### config.mk
export PLATFORM = sky130hd
export DESIGN_NAME = req_retry_ctrl_flat
export DESIGN_NICKNAME = d
export VERILOG_FILES = /design/src/rtl/req_retry_ctrl_pkg.sv /design/src/rtl/req_retry_ctrl_if.sv /design/src/rtl/req_retry_ctrl_backoff_timer.sv /design/src/rtl/req_retry_ctrl.sv /design/src/flat_wrapper.sv
export SDC_FILE = /design/constraint.sdc
export NUM_CORES = 1
export LEC_CHECK = 0
export CORE_MARGIN = 2
export CORE_UTILIZATION = 45
export CTS_BUF_LIST = sky130_fd_sc_hd__clkbuf_8
export CTS_CLUSTER_DIAMETER = 150
export DETAILED_ROUTE_END_ITERATION = 8
export PLACE_DENSITY = 0.65
export SLEW_MARGIN = 20
export SYNTH_ARGS = -nofsm -noshare
export SYNTH_HDL_FRONTEND = slang
export SYNTH_SLANG_ARGS = --single-unit
### constraint.sdc
create_clock -name clk -period 2.29 [get_ports clk]
set_clock_uncertainty 0.2 [all_clocks]
set_input_delay 0.458 -clock clk [delete_from_list [all_inputs] [get_ports clk]]
set_output_delay 0.458 -clock clk [all_outputs]
set_load 0.03 [all_outputs]
### src/rtl/req_retry_ctrl_pkg.sv
// Shared types and helpers for the request retry controller.
//   status_t    : final completion status reported on the done channel
//   state_t     : sequencer FSM state encoding
//   backoff_len : saturating exponential backoff length for a given attempt number
package req_retry_ctrl_pkg;

  typedef enum logic [1:0] {
    StatusOk      = 2'd0,
    StatusFail    = 2'd1,
    StatusAborted = 2'd2,
    StatusTimeout = 2'd3
  } status_t;

  typedef enum logic [2:0] {
    StIdle    = 3'd0,
    StLaunch  = 3'd1,
    StWait    = 3'd2,
    StBackoff = 3'd3,
    StReport  = 3'd4
  } state_t;

  // Backoff before retry number `attempt` is base << (attempt-1), capped at `cap`.
  // `width` is the counter width holding `cap`; any shift of that size or more
  // must overflow, so it saturates without evaluating the shift.
  function automatic int unsigned backoff_len(int unsigned attempt, int unsigned base,
                                              int unsigned cap, int unsigned width);
    int unsigned shift;
    logic [63:0] wide;
    shift = (attempt == 0) ? 0 : attempt - 1;
    if (shift >= width) begin
      return cap;
    end
    wide = 64'(base) << shift;
    if (wide > 64'(cap)) begin
      return cap;
    end
    return wide[31:0];
  endfunction

endpackage

### src/rtl/req_retry_ctrl_if.sv
// Bundles the command, downstream-FSM and completion handshakes of req_retry_ctrl.
//   cmd_valid/cmd_ready        : command request channel
//   abort                      : cancel request (level)
//   start/ok/error             : pulse interface to the downstream req/ack FSM
//   done_valid/done_ready      : completion channel, done_status + done_attempts
//   proto_err                  : protocol violation pulse
// Modports: slave = the controller, master = its environment.
interface req_retry_ctrl_if
  import req_retry_ctrl_pkg::*;
#(
  parameter int unsigned MAX_RETRY = 3
);
  localparam int unsigned AttW = $clog2(MAX_RETRY + 2);

  logic            cmd_valid;
  logic            cmd_ready;
  logic            abort;
  logic            start;
  logic            ok;
  logic            error;
  logic            done_valid;
  logic            done_ready;
  status_t         done_status;
  logic [AttW-1:0] done_attempts;
  logic            proto_err;

  modport master (
    output cmd_valid, abort, ok, error, done_ready,
    input  cmd_ready, start, done_valid, done_status, done_attempts, proto_err
  );

  modport slave (
    input  cmd_valid, abort, ok, error, done_ready,
    output cmd_ready, start, done_valid, done_status, done_attempts, proto_err
  );

endinterface

### src/rtl/req_retry_ctrl_backoff_timer.sv
// Down-counter used for the retry backoff interval.
//   clk, rstn : clock, synchronous active-low reset
//   load      : load load_val (a zero load is promoted to 1 so a wait always lasts >=1 cycle)
//   load_val  : backoff length in cycles
//   en        : counting enabled (controller is in BACKOFF)
//   expire    : high in the last enabled cycle of the interval
module req_retry_ctrl_backoff_timer #(
  parameter int unsigned Width = 7
) (
  input  logic             clk,
  input  logic             rstn,
  input  logic             load,
  input  logic [Width-1:0] load_val,
  input  logic             en,
  output logic             expire
);

  logic [Width-1:0] count_q, count_d;

  always_comb begin
    count_d = count_q;
    if (load) begin
      count_d = (load_val == '0) ? Width'(1) : load_val;
    end else if (en && (count_q > Width'(1))) begin
      count_d = count_q - Width'(1);
    end
  end

  always_ff @(posedge clk) begin
    if (!rstn) begin
      count_q <= '0;
    end else begin
      count_q <= count_d;
    end
  end

  // Count runs L..1, so the interval spans exactly L enabled cycles.
  assign expire = en && (count_q <= Width'(1));

endmodule

### src/rtl/req_retry_ctrl.sv
// Command-side sequencer in front of the req/ack handshake FSM. Accepts a command, pulses
// start, waits for ok/error, retries errors after an exponential backoff up to MAX_RETRY
// times and reports a final status on a valid/ready completion channel. A watchdog turns a
// silent downstream FSM into a TIMEOUT completion.
//   clk, rstn : clock, synchronous active-low reset
//   bus       : req_retry_ctrl_if.slave (cmd, abort, start/ok/error, done, proto_err)
module req_retry_ctrl
  import req_retry_ctrl_pkg::*;
#(
  parameter int unsigned MAX_RETRY    = 3,
  parameter int unsigned BACKOFF_BASE = 4,
  parameter int unsigned BACKOFF_MAX  = 64,
  parameter int unsigned WAIT_LIMIT   = 1024
) (
  input logic             clk,
  input logic             rstn,
  req_retry_ctrl_if.slave bus
);

  localparam int unsigned AttW = $clog2(MAX_RETRY + 2);
  localparam int unsigned BoW  = $clog2(BACKOFF_MAX) + 1;
  localparam int unsigned WdW  = $clog2(WAIT_LIMIT + 1);
  localparam logic [WdW-1:0] WdLast = WdW'(WAIT_LIMIT - 1);

  state_t          state_q, state_d;
  status_t         status_q, status_d;
  logic [AttW-1:0] attempt_q, attempt_d;
  logic [WdW-1:0]  wdog_q, wdog_d;
  logic            abort_pend_q, abort_pend_d;
  logic            proto_err_q, proto_err_d;

  logic           bo_load;
  logic           bo_expire;
  logic [BoW-1:0] bo_len;

  assign bo_len = BoW'(backoff_len(32'(attempt_q), BACKOFF_BASE, BACKOFF_MAX, BoW));

  req_retry_ctrl_backoff_timer #(
    .Width (BoW)
  ) u_backoff_timer (
    .clk      (clk),
    .rstn     (rstn),
    .load     (bo_load),
    .load_val (bo_len),
    .en       (state_q == StBackoff),
    .expire   (bo_expire)
  );

  // State and datapath registers.
  always_ff @(posedge clk) begin
    if (!rstn) begin
      state_q      <= StIdle;
      status_q     <= StatusOk;
      attempt_q    <= '0;
      wdog_q       <= '0;
      abort_pend_q <= 1'b0;
      proto_err_q  <= 1'b0;
    end else begin
      state_q      <= state_d;
      status_q     <= status_d;
      attempt_q    <= attempt_d;
      wdog_q       <= wdog_d;
      abort_pend_q <= abort_pend_d;
      proto_err_q  <= proto_err_d;
    end
  end

  // Next-state and datapath update.
  always_comb begin
    state_d      = state_q;
    status_d     = status_q;
    attempt_d    = attempt_q;
    wdog_d       = wdog_q;
    abort_pend_d = abort_pend_q;
    bo_load      = 1'b0;

    unique case (state_q)
      StIdle: begin
        if (bus.cmd_valid) begin
          attempt_d    = '0;
          abort_pend_d = 1'b0;
          state_d      = StLaunch;
        end
      end

      StLaunch: begin
        // The start pulse goes out regardless of abort; abort only arms the pending flag.
        attempt_d = attempt_q + AttW'(1);
        wdog_d    = '0;
        if (bus.abort) begin
          abort_pend_d = 1'b1;
        end
        state_d = StWait;
      end

      StWait: begin
        if (bus.abort) begin
          abort_pend_d = 1'b1;
        end
        // error takes priority over ok when both arrive together.
        if (bus.error) begin
          if (abort_pend_q || bus.abort) begin
            state_d  = StReport;
            status_d = StatusAborted;
          end else if (32'(attempt_q) <= MAX_RETRY) begin
            state_d = StBackoff;
            bo_load = 1'b1;
          end else begin
            state_d  = StReport;
            status_d = StatusFail;
          end
        end else if (bus.ok) begin
          // A completed attempt wins over a late abort.
          state_d  = StReport;
          status_d = StatusOk;
        end else if (wdog_q == WdLast) begin
          state_d  = StReport;
          status_d = StatusTimeout;
        end else begin
          wdog_d = wdog_q + WdW'(1);
        end
      end

      StBackoff: begin
        if (bus.abort) begin
          state_d  = StReport;
          status_d = StatusAborted;
        end else if (bo_expire) begin
          state_d = StLaunch;
        end
      end

      StReport: begin
        if (bus.done_ready) begin
          state_d = StIdle;
        end
      end

      default: begin
        state_d = StIdle;
      end
    endcase

    // Simultaneous ok/error, or any response while no attempt is in flight.
    proto_err_d = (bus.ok && bus.error) || ((bus.ok || bus.error) && (state_q != StWait));
  end

  // Outputs are decoded from registered state only.
  always_comb begin
    bus.cmd_ready     = (state_q == StIdle);
    bus.start         = (state_q == StLaunch);
    bus.done_valid    = (state_q == StReport);
    bus.done_status   = status_q;
    bus.done_attempts = attempt_q;
    bus.proto_err     = proto_err_q;
  end

endmodule

### src/flat_wrapper.sv
// flat-port wrapper written by rule: the top's interface ports become plain ports
module req_retry_ctrl_flat import req_retry_ctrl_pkg::*;
#(
  parameter int unsigned MAX_RETRY    = 3,
  parameter int unsigned BACKOFF_BASE = 4,
  parameter int unsigned BACKOFF_MAX  = 64,
  parameter int unsigned WAIT_LIMIT   = 1024
)
  (clk, rstn, bus_cmd_valid, bus_abort, bus_ok, bus_error, bus_done_ready, bus_cmd_ready, bus_start, bus_done_valid, bus_done_status, bus_done_attempts, bus_proto_err);
  req_retry_ctrl_if #(.MAX_RETRY(MAX_RETRY)) bus_i ();
  input logic clk;
  input logic rstn;
  input wire logic [$bits(bus_i.cmd_valid)-1:0] bus_cmd_valid;
  input wire logic [$bits(bus_i.abort)-1:0] bus_abort;
  input wire logic [$bits(bus_i.ok)-1:0] bus_ok;
  input wire logic [$bits(bus_i.error)-1:0] bus_error;
  input wire logic [$bits(bus_i.done_ready)-1:0] bus_done_ready;
  output wire logic [$bits(bus_i.cmd_ready)-1:0] bus_cmd_ready;
  output wire logic [$bits(bus_i.start)-1:0] bus_start;
  output wire logic [$bits(bus_i.done_valid)-1:0] bus_done_valid;
  output wire logic [$bits(bus_i.done_status)-1:0] bus_done_status;
  output wire logic [$bits(bus_i.done_attempts)-1:0] bus_done_attempts;
  output wire logic [$bits(bus_i.proto_err)-1:0] bus_proto_err;
  assign bus_i.cmd_valid = bus_cmd_valid;
  assign bus_i.abort = bus_abort;
  assign bus_i.ok = bus_ok;
  assign bus_i.error = bus_error;
  assign bus_i.done_ready = bus_done_ready;
  assign bus_cmd_ready = bus_i.cmd_ready;
  assign bus_start = bus_i.start;
  assign bus_done_valid = bus_i.done_valid;
  assign bus_done_status = bus_i.done_status;
  assign bus_done_attempts = bus_i.done_attempts;
  assign bus_proto_err = bus_i.proto_err;
  req_retry_ctrl #(.MAX_RETRY(MAX_RETRY), .BACKOFF_BASE(BACKOFF_BASE), .BACKOFF_MAX(BACKOFF_MAX), .WAIT_LIMIT(WAIT_LIMIT)) u_core (.clk(clk), .rstn(rstn), .bus(bus_i));
endmodule
==> impl_metrics.toml <==
[floorplan]
initial_cell_density_of_the_core_pct = 46.9
number_of_placement_rows = 22
boundaryPins = 16
placeableCoreArea_sq_mm = 0.00366
die_width_um = 65.8
die-area_sq_mm = 0.00433
fp.dieH_um = 65.8

[final_layout]
num_antenna_cells = 0
ff_latch_area_sq_um = 561
multiInputGateArea_sq_mm = 0.00108
drive_gt1_share_pct = 17.2
final_core_utilization_pct = 56.5
areaGrowthSynthToFinish_pct = 20.5
total_of_fill_cells_in_the_finished_design = 341
fin_area_sq_mm = 0.00207
final_net_count = 248

[route]
number_of_optimization_iterations_in_the_first_detailed_route_pass = 4
remaining_drc_errors = 0
totalWireLength_mm = 3.78
dr_total_vias = 1523
drt_first_iter_violations = 68
postRouteAntennaNets = 0
avgViaCountPerCell = 5.44
post_drt_wl_per_cell_um = 13.5

[global_route]
globalRouteTotalUtil_pct = 19.2
grt_overflow_total = 0
grt_pass1_vias = 1457
largest_net_degree_at_the_start_of_global_routing = 16
grt_pass1_wl_mm = 6.40
grt_antenna_before_repair = 0

[setup_path]
slowest_stage = "a221oi_1"
cp-end-kind = "flop"
path_class = "reg -> reg"
worstSetupStartpointType = "flop"
critical_path_peak_fanout = 6
cp_data_arrival_time_ns = 2.14
critical_path.max_stage_delay_ns = 0.33
cp_data_required_time_ns = 2.32
crit_path_frequent_cell = "ha_1"
crit_chain = "buf_4, ha_1, ha_1, or2_2, a221oi_1, and2_4, o211a_1"

[hold_path]
hold_path_class = "reg -> reg"

[logic_synthesis]
synth.yosys.seq_area_share_pct = 32.6
netlist-cell-type-count = 59
syn_nets = 218
synth.largest_area_cell = "dfxtp_1"
area_contributors_post_synth = "dfxtp_1 33%, ha_1 5.8%, nand2_1 4.6%"
syn_std_cell_area_sq_mm = 0.00172
synth.ff_latch_count = 28
ys.flop_type = "dfxtp_1"
synth-edff-count = 0
synthesis.area_per_instance_sq_um = 8.46
synth.yosys.warnings = 0
share_of_flip_flops_with_an_asynchronous_set_or_reset_after_synthesis_pct = 0
netlist_instances = 203
synth_largest_type_area_fraction_pct = 32.6

[timing]
grt_setup_unrepaired = "false"
finalMaxSlewViolations = 0
slew-limit-headroom_pct = 66.4
post-route-min-period_ns = 2.11
report.final.hold_viol_count = 0
fin_crit_sh_pct = 92.2
number_of_setup_violations_in_the_final_report = 0
setup_slack_ns = 0.178
max_slew.worst_pin.slew_ns = 0.500
fmaxAchievable_mhz = 474

[clocking]
cts-root-to-sink-buffers = 2
cts_tree = "yes"
cts_root_buf = "clkbuf_8"
clock_pin_slew_of_the_registers_on_the_worst_case_setup_and_hold_paths_ns = 0.10
clock_tree.htree_level_count = 1
clk-insertion-delay-late_ns = 0.28
cts_inserted_buffers = 3
clock_sink_count = 28
cts_hold_buf = 0

[place]
pre_cts_slack_ns = -0.0706
dpl.hpwl_mm = 2.96
port-buffer-count = 15
globalplace.congestion = 0.844
dpl-instance-area_sq_mm = 0.00201

[flow_run]
timing.max_cap.violations = 0

[power_and_ir_drop]
power_consumption_mw = 1.13
cellPowerDensity_mw_per_mm2 = 545
ir_worst_vdd_mv = 0.239
power_leakage_nw = 0.848

[outcome]
run_status = "complete, no violations"
[synth_stat cells (all sizes together) (2+ instances only)]
cell    instances
nand3b          3
nand4           4
inv            11
xnor2           6
a21oi           6
o31a            3
a21boi          4
and3            2
nor4            4
o31ai           3
a31oi           4
or2             2
or3             2
mux2i           2
and2            4
dfxtp          28
clkbuf          3
nor2           20
nand4b          2
o211a           2
nor2b           4
nand2          21
nor3b           4
nor3            9
ha              8
buf             3
o211ai          2
a41oi           3
o21ai          11
nand3           5
nand2b          3
[metal layers]
metal | vias to the layer above | track usage (%) | part of all wire (%)
met5 | - | 0 | 0
met4 | 0 | 8.85 | 1.8
met3 | 6 | 2.04 | 1.3
met2 | 15 | 33.5 | 51
met1 | 708 | 23.5 | 45
li1 | 794 | - | -
[worst max-delay path, delay by kind of cell, from the launching register on]
family / cells / cell delay [ns]
AND/OR/NAND/NOR: 2 / 0.54
AO/OA/AOI/OAI: 2 / 0.47
adder cells (fa/ha/maj): 2 / 0.38
flip-flops: 1 / 0.32
buffers and inverters: 1 / 0.15
[final timing paths]
check	startpoint	end	cells past startpoint	slack, ns
setup / recovery	u_core.bus.done_attempts[0]	u_core.bus.done_status[1]	7	0.18
hold / removal	u_core.wdog_q[10]	u_core.wdog_q[10]	2	0.27
setup reg to reg	u_core.bus.done_attempts[0]	u_core.bus.done_status[1]	7	0.18
hold reg to reg	u_core.wdog_q[10]	u_core.wdog_q[10]	2	0.27
[report_power, final]
| part | internal, mW | leakage (nW) | switching [mW] |
|---|---|---|---|
| combinational | 0.125 | 0.593 | 0.165 |
| sequential | 0.507 | 0.227 | 0.0190 |
| clock | 0.154 | 0.0288 | 0.157 |
[what timing repair did]
action	4_1_cts	5_1_grt
endpoints found under the setup margin	1	2
setup buffers	0	0
resized for setup	1	3
endpoints found under the hold margin	0	0
[stage by stage]
step	instances	setup TNS, ns	hold WS (ns)
after detailed placement	276	-0.241	0.259
after floorplan	203	0	0.232
after global routing	280	0	0.301
after CTS	280	0	0.273
after global placement	276	-0.116	0.247
final	280	0	0.272
[layout make-up]
cell class | count | share of cell area, %
multi-input combinational | 158 | 52.4
sequential | 28 | 27.1
timing repair buffer | 31 | 13.0
tap | 48 | 2.90
clock buffer | 4 | 2.66
inverter | 11 | 2.00
[cells in the final DEF (no fill, tap or decap), types with 8 or more instances in the layout]
| cell | n |
|---|---|
| buf_4 | 17 |
| nor2_1 | 19 |
| ha_1 | 8 |
| nor3_1 | 8 |
| clkdlybuf4s50_1 | 12 |
| inv_1 | 10 |
| o21ai_0 | 10 |
| nand2_1 | 21 |
| dfxtp_1 | 28 |
[cell families (layout without fill, tap and decap cells)]
logic type / count (synthesis) / count (layout) / share of synthesized area, %
AO/OA/AOI/OAI: 47 / 47 / 19.4
XOR/XNOR: 6 / 6 / 3.06
adder cells (fa/ha/maj): 8 / 8 / 5.83
buffers and inverters: 17 / 46 / 4.66
flip-flops: 28 / 28 / 32.6
multiplexers: 3 / 3 / 1.82
AND/OR/NAND/NOR: 94 / 94 / 32.6
[state kept, by name, indices dropped and copies added, names as in the netlist]
| register | cells |
|---|---|
| u_core.wdog_q | 11 |
| u_core.u_backoff_timer.count_q | 7 |
| u_core.bus.done_attempts | 3 |
| u_core.state_q | 3 |
| u_core.bus.done_status | 2 |
| u_core.abort_pend_q | 1 |
| u_core.bus.proto_err | 1 |
Power figures use the tool's default switching activity.
